<file path="config.mk">
export PLATFORM = sky130hd
export DESIGN_NAME = dice_result_stabilizer
export DESIGN_NICKNAME = d
export VERILOG_FILES = /design/src/rtl/dice_result_stabilizer.sv
export SDC_FILE = /design/constraint.sdc
export NUM_CORES = 1
export LEC_CHECK = 0
export CAP_MARGIN = 5
export CORE_MARGIN = 2
export CORE_UTILIZATION = 45
export DETAILED_ROUTE_END_ITERATION = 7
export GPL_ROUTABILITY_DRIVEN = 0
export PLACE_DENSITY = 0.73
export SYNTH_ARGS = -nofsm -noshare
export SYNTH_HDL_FRONTEND = slang
export SYNTH_SLANG_ARGS = --single-unit
</file>
<file path="constraint.sdc">
create_clock -name clk -period 2.75 [get_ports clk]
set_input_delay 0.275 -clock clk [delete_from_list [all_inputs] [get_ports clk]]
set_output_delay 0.275 -clock clk [all_outputs]
set_load 0.05 [all_outputs]
</file>
<file path="src/rtl/dice_result_stabilizer.sv">
// Frame-level temporal filter: confirms a stable dice color, hands it off over valid/ready,
// then waits for a white background before re-arming. Optional WAIT_CLEAR timeout: DICE_STAB_TIMEOUT_EN.
module dice_result_stabilizer #(
  parameter int STABLE_FRAMES  = 3,
  parameter int WHITE_FRAMES   = 2,
  parameter int TIMEOUT_FRAMES = 120
) (
  input  logic        clk,
  input  logic        reset,
  input  logic        game_enable,
  input  logic        frame_done,
  input  logic        color_valid,
  input  logic        white_detected,
  input  logic [1:0]  dominant_color,
  input  logic [15:0] color_confidence,
  input  logic        result_ready,
  output logic        dice_valid,
  output logic [1:0]  dice_color,
  output logic [15:0] dice_confidence,
  output logic        turn_end,
  output logic        timeout,
  output logic [1:0]  state
);

  // state      | meaning
  // ARMED      | idle, waiting for the first color frame of a turn
  // CONFIRM    | counting consecutive frames of the candidate color
  // HOLD       | result presented, waiting for the game FSM to accept
  // WAIT_CLEAR | waiting for consecutive white frames to end the turn
  typedef enum logic [1:0] {
    ST_ARMED      = 2'd0,
    ST_CONFIRM    = 2'd1,
    ST_HOLD       = 2'd2,
    ST_WAIT_CLEAR = 2'd3
  } state_t;

  localparam logic [7:0] LP_STABLE = 8'(STABLE_FRAMES);
  localparam logic [7:0] LP_WHITE  = 8'(WHITE_FRAMES);

  state_t      r_state;
  logic [1:0]  r_cand;
  logic [7:0]  r_cnt;
  logic [7:0]  r_wcnt;
  logic [15:0] r_minconf;
  logic        r_dice_valid;
  logic [1:0]  r_dice_color;
  logic [15:0] r_dice_conf;
  logic        r_turn_end;
  logic        r_timeout;

  logic        w_is_color;
  logic        w_is_white;
  logic [7:0]  w_cnt_inc;
  logic [7:0]  w_wcnt_inc;
  logic [15:0] w_min;
  logic        w_white_done;

  // A color report wins over a simultaneous white report.
  assign w_is_color   = frame_done && color_valid && (dominant_color != 2'b00);
  assign w_is_white   = frame_done && white_detected && !w_is_color;
  assign w_cnt_inc    = (r_cnt == 8'hFF) ? 8'hFF : r_cnt + 8'd1;
  assign w_wcnt_inc   = (r_wcnt == 8'hFF) ? 8'hFF : r_wcnt + 8'd1;
  assign w_min        = (color_confidence < r_minconf) ? color_confidence : r_minconf;
  assign w_white_done = w_is_white && (w_wcnt_inc == LP_WHITE);

`ifdef DICE_STAB_TIMEOUT_EN
  localparam logic [7:0] LP_TIMEOUT = 8'(TIMEOUT_FRAMES);
  logic [7:0] r_tcnt;
  logic [7:0] w_tcnt_inc;
  assign w_tcnt_inc = (r_tcnt == 8'hFF) ? 8'hFF : r_tcnt + 8'd1;
`else
  logic [7:0] w_unused_timeout_frames;
  assign w_unused_timeout_frames = 8'(TIMEOUT_FRAMES);
`endif

  always_ff @(posedge clk or posedge reset) begin
    if (reset) begin
      r_state      <= ST_ARMED;
      r_cand       <= 2'b00;
      r_cnt        <= 8'd0;
      r_wcnt       <= 8'd0;
      r_minconf    <= 16'd0;
      r_dice_valid <= 1'b0;
      r_dice_color <= 2'b00;
      r_dice_conf  <= 16'd0;
      r_turn_end   <= 1'b0;
      r_timeout    <= 1'b0;
`ifdef DICE_STAB_TIMEOUT_EN
      r_tcnt       <= 8'd0;
`endif
    end else begin
      r_turn_end <= 1'b0;
      r_timeout  <= 1'b0;
      if (!game_enable) begin
        r_state      <= ST_ARMED;
        r_cnt        <= 8'd0;
        r_wcnt       <= 8'd0;
        r_dice_valid <= 1'b0;
`ifdef DICE_STAB_TIMEOUT_EN
        r_tcnt       <= 8'd0;
`endif
      end else begin
        case (r_state)
          ST_ARMED: begin
            if (w_is_color) begin
              r_cand    <= dominant_color;
              r_cnt     <= 8'd1;
              r_minconf <= color_confidence;
              if (LP_STABLE == 8'd1) begin
                r_state      <= ST_HOLD;
                r_dice_valid <= 1'b1;
                r_dice_color <= dominant_color;
                r_dice_conf  <= color_confidence;
              end else begin
                r_state <= ST_CONFIRM;
              end
            end
          end
          ST_CONFIRM: begin
            if (w_is_color) begin
              if (dominant_color == r_cand) begin
                r_cnt     <= w_cnt_inc;
                r_minconf <= w_min;
                if (w_cnt_inc == LP_STABLE) begin
                  r_state      <= ST_HOLD;
                  r_dice_valid <= 1'b1;
                  r_dice_color <= r_cand;
                  r_dice_conf  <= w_min;
                end
              end else begin
                r_cand    <= dominant_color;
                r_cnt     <= 8'd1;
                r_minconf <= color_confidence;
              end
            end else if (w_is_white) begin
              r_state <= ST_ARMED;
              r_cnt   <= 8'd0;
            end
          end
          ST_HOLD: begin
            if (r_dice_valid && result_ready) begin
              r_state      <= ST_WAIT_CLEAR;
              r_dice_valid <= 1'b0;
              r_cnt        <= 8'd0;
              r_wcnt       <= 8'd0;
`ifdef DICE_STAB_TIMEOUT_EN
              r_tcnt       <= 8'd0;
`endif
            end
          end
          ST_WAIT_CLEAR: begin
            if (frame_done) begin
              r_wcnt <= w_is_white ? w_wcnt_inc : 8'd0;
`ifdef DICE_STAB_TIMEOUT_EN
              r_tcnt <= w_tcnt_inc;
`endif
              if (w_white_done) begin
                r_state    <= ST_ARMED;
                r_turn_end <= 1'b1;
                r_wcnt     <= 8'd0;
              end
`ifdef DICE_STAB_TIMEOUT_EN
              else if (w_tcnt_inc == LP_TIMEOUT) begin
                r_state    <= ST_ARMED;
                r_turn_end <= 1'b1;
                r_timeout  <= 1'b1;
                r_wcnt     <= 8'd0;
              end
`endif
            end
          end
          default: r_state <= ST_ARMED;
        endcase
      end
    end
  end

  assign dice_valid      = r_dice_valid;
  assign dice_color      = r_dice_color;
  assign dice_confidence = r_dice_conf;
  assign turn_end        = r_turn_end;
  assign timeout         = r_timeout;
  assign state           = r_state;

endmodule

</file>
==> metrics.yaml, run 1 <==
run_status:
  status: "completed"
floorplanning:
  num_io_pins: 48
  die_y_um: 93.4
  core_area_sq_um: 7730
  fp.dieW_um: 93.4
  placementRows: 32
  die-area_sq_um: 8720
  initial_core_util: 0.465
clock_tree:
  cts_setup_buffers: 0
  tritoncts: "built"
  cts_root_buf: "clkbuf_8"
  cts.clk_slew.worst_paths_ns: 0.11
  post_cts_resized: 0
  hold_buffers: 0
  cts_sinks: 56
  cts_buffers: 5
  clk_latency_ns: 0.32
  cts_max_level: 2
  clockBufferDepth: 2
cells_and_area:
  drive_gt1_frac: 0.202
  areaGrowthSynthToFinish_pct: 21.4
  finalInstanceArea_sq_um: 4360
  nets: 452
  final_cells: 508
  fillers: 656
  antenna_cells: 0
synthesis:
  yosysSeqAreaShare: 0.390
  yosys.area_share.simple: 0.130
  netlist_instances: 351
  synthMuxAreaShare: 0.181
  synth-edff-count: 0
  synth_top_family_by_area: "multiplexers"
  synth_xor_area_frac: 0.0122
  yosysWarnings: 0
  synthFlopType: "dfrtp_1"
  async_flop_share: 1.00
  syn_area_sq_um: 3590
  synth-seq-cells: 56
  synthAdderAreaFrac: 0.0766
  syn-num-nets: 398
  synth_compound_area_frac: 0.160
  ys_types: 53
  avgSynthCellArea_sq_um: 10.2
grt:
  grt_max_degree: 47
  grt_antenna_before_repair: 0
  grt_overflow: 0
  gr-usage-all-layers: 0.189
  grt_pass1_vias: 2809
  grt_pass1_wl_um: 13300
sta:
  final_max_slew_viol_count: 0
  setup_slack_ns: 0.208
  hold_ws_ns: 0.186
  hold_viol: 0
  clock.fmax_mhz: 393
  relSlewSlack: 0.657
  fin_crit_ns: 2.54
  rsz0062_at_grt: "no"
  setup_viol: 0
  fin_skew_ns: 0.0146
  worstMarginPinSlew_ns: 0.513
  period_share: 0.925
critical_path:
  r2r-start: "r_minconf[2]"
  reg2reg_to: "dice_confidence[6]"
  cp_data_arrival_time_ns: 2.75
  end_kind: "flop"
  required_ns: 2.96
  crit_start: "r_minconf[2]"
  crit_fanout: 6
  cp-start-kind: "flop"
  endpoint: "dice_confidence[6]"
  timing_worst_setup_path_type: "flop to flop"
  worst-r2r-cell-count: 9
  reg2reg_slack_ns: 0.21
placement:
  pre_cts_ws_ns: -0.127
  dp_cells: 500
  dp.final_hpwl_um: 5530
  dpl-instance-area_sq_um: 4250
  numPortBuffers: 46
detailed_routing:
  wl_per_cell_um: 15.1
  viasPerCell: 5.45
  dr.pass1.iters: 4
  vias: 2770
  ant_nets: 0
  post-route-drc-count: 0
  wl_um: 7690
  drtIter0Drc: 135
job:
  cap_viol_max_count: 0
pwr:
  power.density_nw_per_um2: 750
  power_mw: 3.27
  max-vdd-ir-drop_uv: 407
  p_leak_nw: 2.03
min_path:
  hp-class: "input port to async pin"
## sequential cells by signal, indices dropped and copies added (netlist names)
| signal | cells |
|---|---|
| dice_confidence | 16 |
| r_minconf | 16 |
| r_cnt | 8 |
| r_cand | 2 |
| state | 2 |
| r_wcnt | 8 |
| dice_color | 2 |
| turn_end | 1 |
| dice_valid | 1 |
## cell usage after synthesis (all sizes together), types with 2 or more instances
library cell	n	area share
mux2i	5	0.014
nor3	2	0.0028
mux2	50	0.17
a21boi	3	0.0063
and2	3	0.0052
buf	6	0.013
a22o	4	0.0097
nor2	20	0.021
a211oi	4	0.012
a31oi	5	0.017
and3	8	0.014
a21o	6	0.013
nand2	28	0.029
a41oi	2	0.0049
xnor2	5	0.012
nor2b	2	0.0035
nand4	8	0.018
o211ai	3	0.0063
nand2b	3	0.0052
o2111a	2	0.0063
a21oi	17	0.025
inv	27	0.028
o22a	3	0.0073
or2	2	0.0035
o21a	2	0.0042
nand3	14	0.019
o21ai	15	0.021
ha	22	0.077
o22ai	3	0.0052
dfrtp	56	0.39
clkbuf	7	0.0073
## metrics by stage
step	TNS, ns	utilization
final	0	0.564
after global routing	0	0.564
after CTS	0	0.564
after detailed placement	-3.32	0.550
after global placement	-2.27	0.550
after floorplan	0	-
## report_power, final
group | switching, mW | internal (mW) | leakage (nW)
Combinational | 0.761 | 0.784 | 1.24
Clock | 0.288 | 0.270 | 0.0541
Sequential | 0.146 | 1.02 | 0.736
Total | 1.19 | 2.08 | 2.03
## worst min-delay path by stage
stage | to | from | depth (start not counted) | slack [ns]
6_report | dice_confidence[0] | reset | 2 | 0.19
3_3_place_gp | dice_color[1] | dice_color[1] | 1 | 0.49
4_1_cts | dice_confidence[2] | reset | 2 | 0.19
3_5_place_dp | dice_confidence[13] | dice_confidence[13] | 1 | 0.50
2_1_floorplan | r_minconf[0] | color_confidence[0] | 1 | 0.42
5_1_grt | r_minconf[0] | reset | 2 | 0.25
## layout make-up
class	count	area [sq um]	share of cell area
timing repair buffer	60	603	0.138
clock inverter	3	42.5	0.00975
inverter	27	101	0.0232
multi-input combinational	255	2020	0.462
tap	102	128	0.0293
sequential	56	1400	0.321
clock buffer	5	68.8	0.0158
## routing by layer
metal	track usage	vias to the layer above	wire length [um]
met5	0	-	0
li1	-	1366	-
met3	0.0298	6	225
met1	0.253	1356	3640
met4	0.0380	0	65
met2	0.324	42	3750
## logic make-up (layout without fill, tap and decap cells)
| group | count (synthesis) | after routing |
|---|---|---|
| mux | 55 | 55 |
| buf+inv | 40 | 95 |
| simple gates | 94 | 94 |
| flops | 56 | 56 |
| fa+ha+maj | 22 | 22 |
| compound gates | 78 | 78 |
| other cells | 1 | 1 |
| xor+xnor | 5 | 5 |
## worst max-delay path: stages, from the launching register on
cell,delay [ns]
dfrtp_1,0.39
inv_1,0.06
ha_1,0.29
a211oi_1,0.23
o21ai_1,0.10
a221o_1,0.36
a31oi_4,0.22
buf_4,0.19
mux2_2,0.33
mux2_2,0.25
## cells in the final DEF (no fill, tap or decap), drive strengths merged, types with 3 or more instances in the layout
cell and n:
xnor2 5, clkdlybuf4s50 46, o21ai 15, a21o 6
o211ai 3, mux2i 5, a22o 4, ha 22
and3 8, inv 27, and2 3, a21oi 17
a31oi 5, o22ai 3, a21boi 3, buf 14
nand3 14, mux2 50, o22a 3, nand2 28
nand4 8, nor2 20, dfrtp 56, nand2b 3
clkbuf 5, a211oi 4
(Power assumes the default switching activity.)
==> run 2, diff against run 1 <==
Settings changed: CORE_MARGIN 2 to 3, PLACE_DENSITY 0.73 to 0.7.
Clock period 2.75 ns to 3 ns, I/O delays scaled along.
==> run 2 against run 1 <==
Critical endpoint is now r_minconf[8]. Clock-buffer cell count did not move. Clock skew decreased by 0.0060 ns. Routed wire length fell by 5.6%. Utilization is 0.77 points higher. Non-clock buffer count decreased by 8. Global-route usage down 1.5 points. Critical path type is now input port to flop. Die area rose by 4.3%. Worst setup slack better by 0.18 ns. Flip-flop and latch count is the same. Hold slack gained 0.16 ns.
==> metrics.yaml, run 2 (synthesized netlist as in run 1, its figures left out) <==
run_status:
  status: "completed"
grt:
  grt_max_degree: 33  # -30%
  grt_pass1_wl_um: 12500  # -5.4%
  grt_pass1_vias: 2604  # -7.3%
  grt_antenna_before_repair: 0  # unchanged
  grt_overflow: 0  # unchanged
  gr-usage-all-layers: 0.174  # -0.0153
pwr:
  power.density_nw_per_um2: 675  # -10%
  max-vdd-ir-drop_uv: 411  # +0.91%
  p_int_mw: 1.80  # -13%
  p_sw_mw: 1.09  # -8.7%
  combPwrFrac: 0.470  # -0.002
  p_seq_frac: 0.374  # +0.016
  switching_share: 0.377  # +0.0125
  p_clk_frac: 0.156  # -0.015
  p_leak_nw: 1.99  # -2.3%
sta:
  worstMarginPinSlew_ns: 0.663  # +0.151 ns
  rsz0062_at_grt: "no"
  setup_viol: 0  # unchanged
  tns_ns: 0  # unchanged
  fin_crit_ns: 2.61
  period_share: 0.869
  setup_slack_ns: 0.393  # +0.185 ns
  clock.fmax_mhz: 384
  relSlewSlack: 0.555  # -0.102
  hold_viol: 0  # unchanged
  fin_skew_ns: 0.00867  # -0.00596 ns
  final_max_slew_viol_count: 0  # unchanged
detailed_routing:
  ant_nets: 0  # unchanged
  post-route-drc-count: 0  # unchanged
  wl_um: 7260  # -5.6%
  dr.pass1.iters: 4  # unchanged
  vias: 2741  # -1.0%
  drtIter0Drc: 63  # -53%
  viasPerCell: 5.52  # +1.1%
  wl_per_cell_um: 14.6  # -3.5%
floorplanning:
  num_io_pins: 48  # unchanged
  core_area_sq_um: 7490  # -3.1%
  initial_core_util: 0.480  # +0.0150
  die-area_sq_um: 9090  # +4.3%
  die_y_um: 95.4  # +2.1%
  placementRows: 31  # -3.1%
  fp.dieW_um: 95.4  # +2.1%
critical_path:
  required_ns: 3.21  # +0.25 ns
  r2r-start: "r_minconf[5]"
  crit_fanout: 16  # +10
  worstPathCellList: "clkdlybuf4s50_1, ha_1, a21o_1, a21o_1, a221o_1, a31oi_4, buf_4, a31oi_4, buf_12, mux2_4"
  crit_slowest_cell: "clkdlybuf4s50_1"
  max_stage_delay_ns: 0.44  # +0.05 ns
  cp_data_arrival_time_ns: 2.82  # +0.07 ns
  cp-start-kind: "input port"
  crit_start: "color_confidence[5]"
  end_kind: "flop"
  timing_worst_setup_path_type: "input port to flop"
clock_tree:
  cts.clk_slew.worst_paths_ns: 0.11  # about the same
  cts_setup_buffers: 0  # unchanged
  post_cts_resized: 0  # unchanged
  hold_buffers: 0  # unchanged
  clockBufferDepth: 2  # unchanged
  cts_max_level: 2  # unchanged
  cts_sinks: 56  # unchanged
  cts_buffers: 5  # unchanged
  cts_root_buf: "clkbuf_8"
  tritoncts: "built"
  clk_latency_ns: 0.32  # about the same
cells_and_area:
  antenna_cells: 0  # unchanged
  areaGrowthSynthToFinish_pct: 19.2
  ff_latch_area_sq_um: 1400  # unchanged
  layout_common_cells: "dfrtp_1 (56), clkdlybuf4s50_1 (46), mux2_2 (40)"
  multi_input_area_sq_um: 2020  # unchanged
  drive_gt1_frac: 0.186  # -0.0160
  fillers: 655  # -0.15%
  nets: 444  # -1.8%
  final_util: 0.572  # +0.00768
  final_common_cell: "dfrtp_1"
placement:
  numPortBuffers: 46  # unchanged
  pre_cts_ws_ns: 0.0267  # +0.154 ns
  dp.final_hpwl_um: 5330  # -3.5%
min_path:
  hp-class: "input port to async pin"
job:
  cap_viol_max_count: 0  # unchanged
run 2: cell count changes in the layout (fill, tap and decap cells not counted):
cell	delta
inv_8	+1
bufinv_16	-1
clkinv_2	-1
clkinv_4	+1
buf_4	-8
run 2: per-layer routing:
metal,vias to the layer above,part of all wire,GRT usage
met5,-,0,0
met1,1320,0.48,0.242
met3,9,0.045,0.0324
met4,0,0.013,0.0469
li1,1349,-,-
met2,63,0.46,0.277
run 2: metrics by stage:
step	power (mW)	cell area [sq um]	std cells	hold slack, ns
6_report	2.89	4280	497	0.349
5_1_grt	3.10	4280	497	0.392
4_1_cts	2.93	4280	497	0.365
3_5_place_dp	2.47	4190	489	0.493
3_3_place_gp	2.43	4190	489	0.488
2_1_floorplan	2.07	3590	351	0.449
run 2: final timing paths:
path | slack (ns) | to | depth (start not counted)
min in group clk | 0.52 | dice_confidence[3] | 1
hold reg to reg | 0.52 | dice_confidence[3] | 1
setup / recovery | 0.39 | r_minconf[8] | 10
hold / removal | 0.35 | dice_confidence[3] | 2
setup reg to reg | 0.42 | r_minconf[8] | 10
max in group asynchronous | 2.06 | dice_color[1] | 3
run 2: critical path: cells and delay by family:
| kind | cells | cell delay [ns] |
|---|---|---|
| adders and majority gates | 1 | 0.33 |
| AOI/OAI and AO/OA | 5 | 1.05 |
| buffers and inverters | 3 | 0.83 |
| muxes | 1 | 0.30 |
run 2: final cells by class:
cell class | instances | area share
clock buffer | 5 | 0.0161
clock inverter | 3 | 0.00643
inverter | 27 | 0.0237
multi-input combinational | 255 | 0.471
sequential | 56 | 0.327
tap | 99 | 0.0289
timing repair buffer | 52 | 0.127
run 2: power by group through the flow:
stage	sequential, mW	clock (mW)	combinational, mW
final	1.08	0.451	1.36
after global routing	1.12	0.500	1.49
after CTS	1.08	0.472	1.38
after detailed placement	1.09	0	1.38
after global placement	1.09	0	1.34
after floorplan	1.26	0	0.813
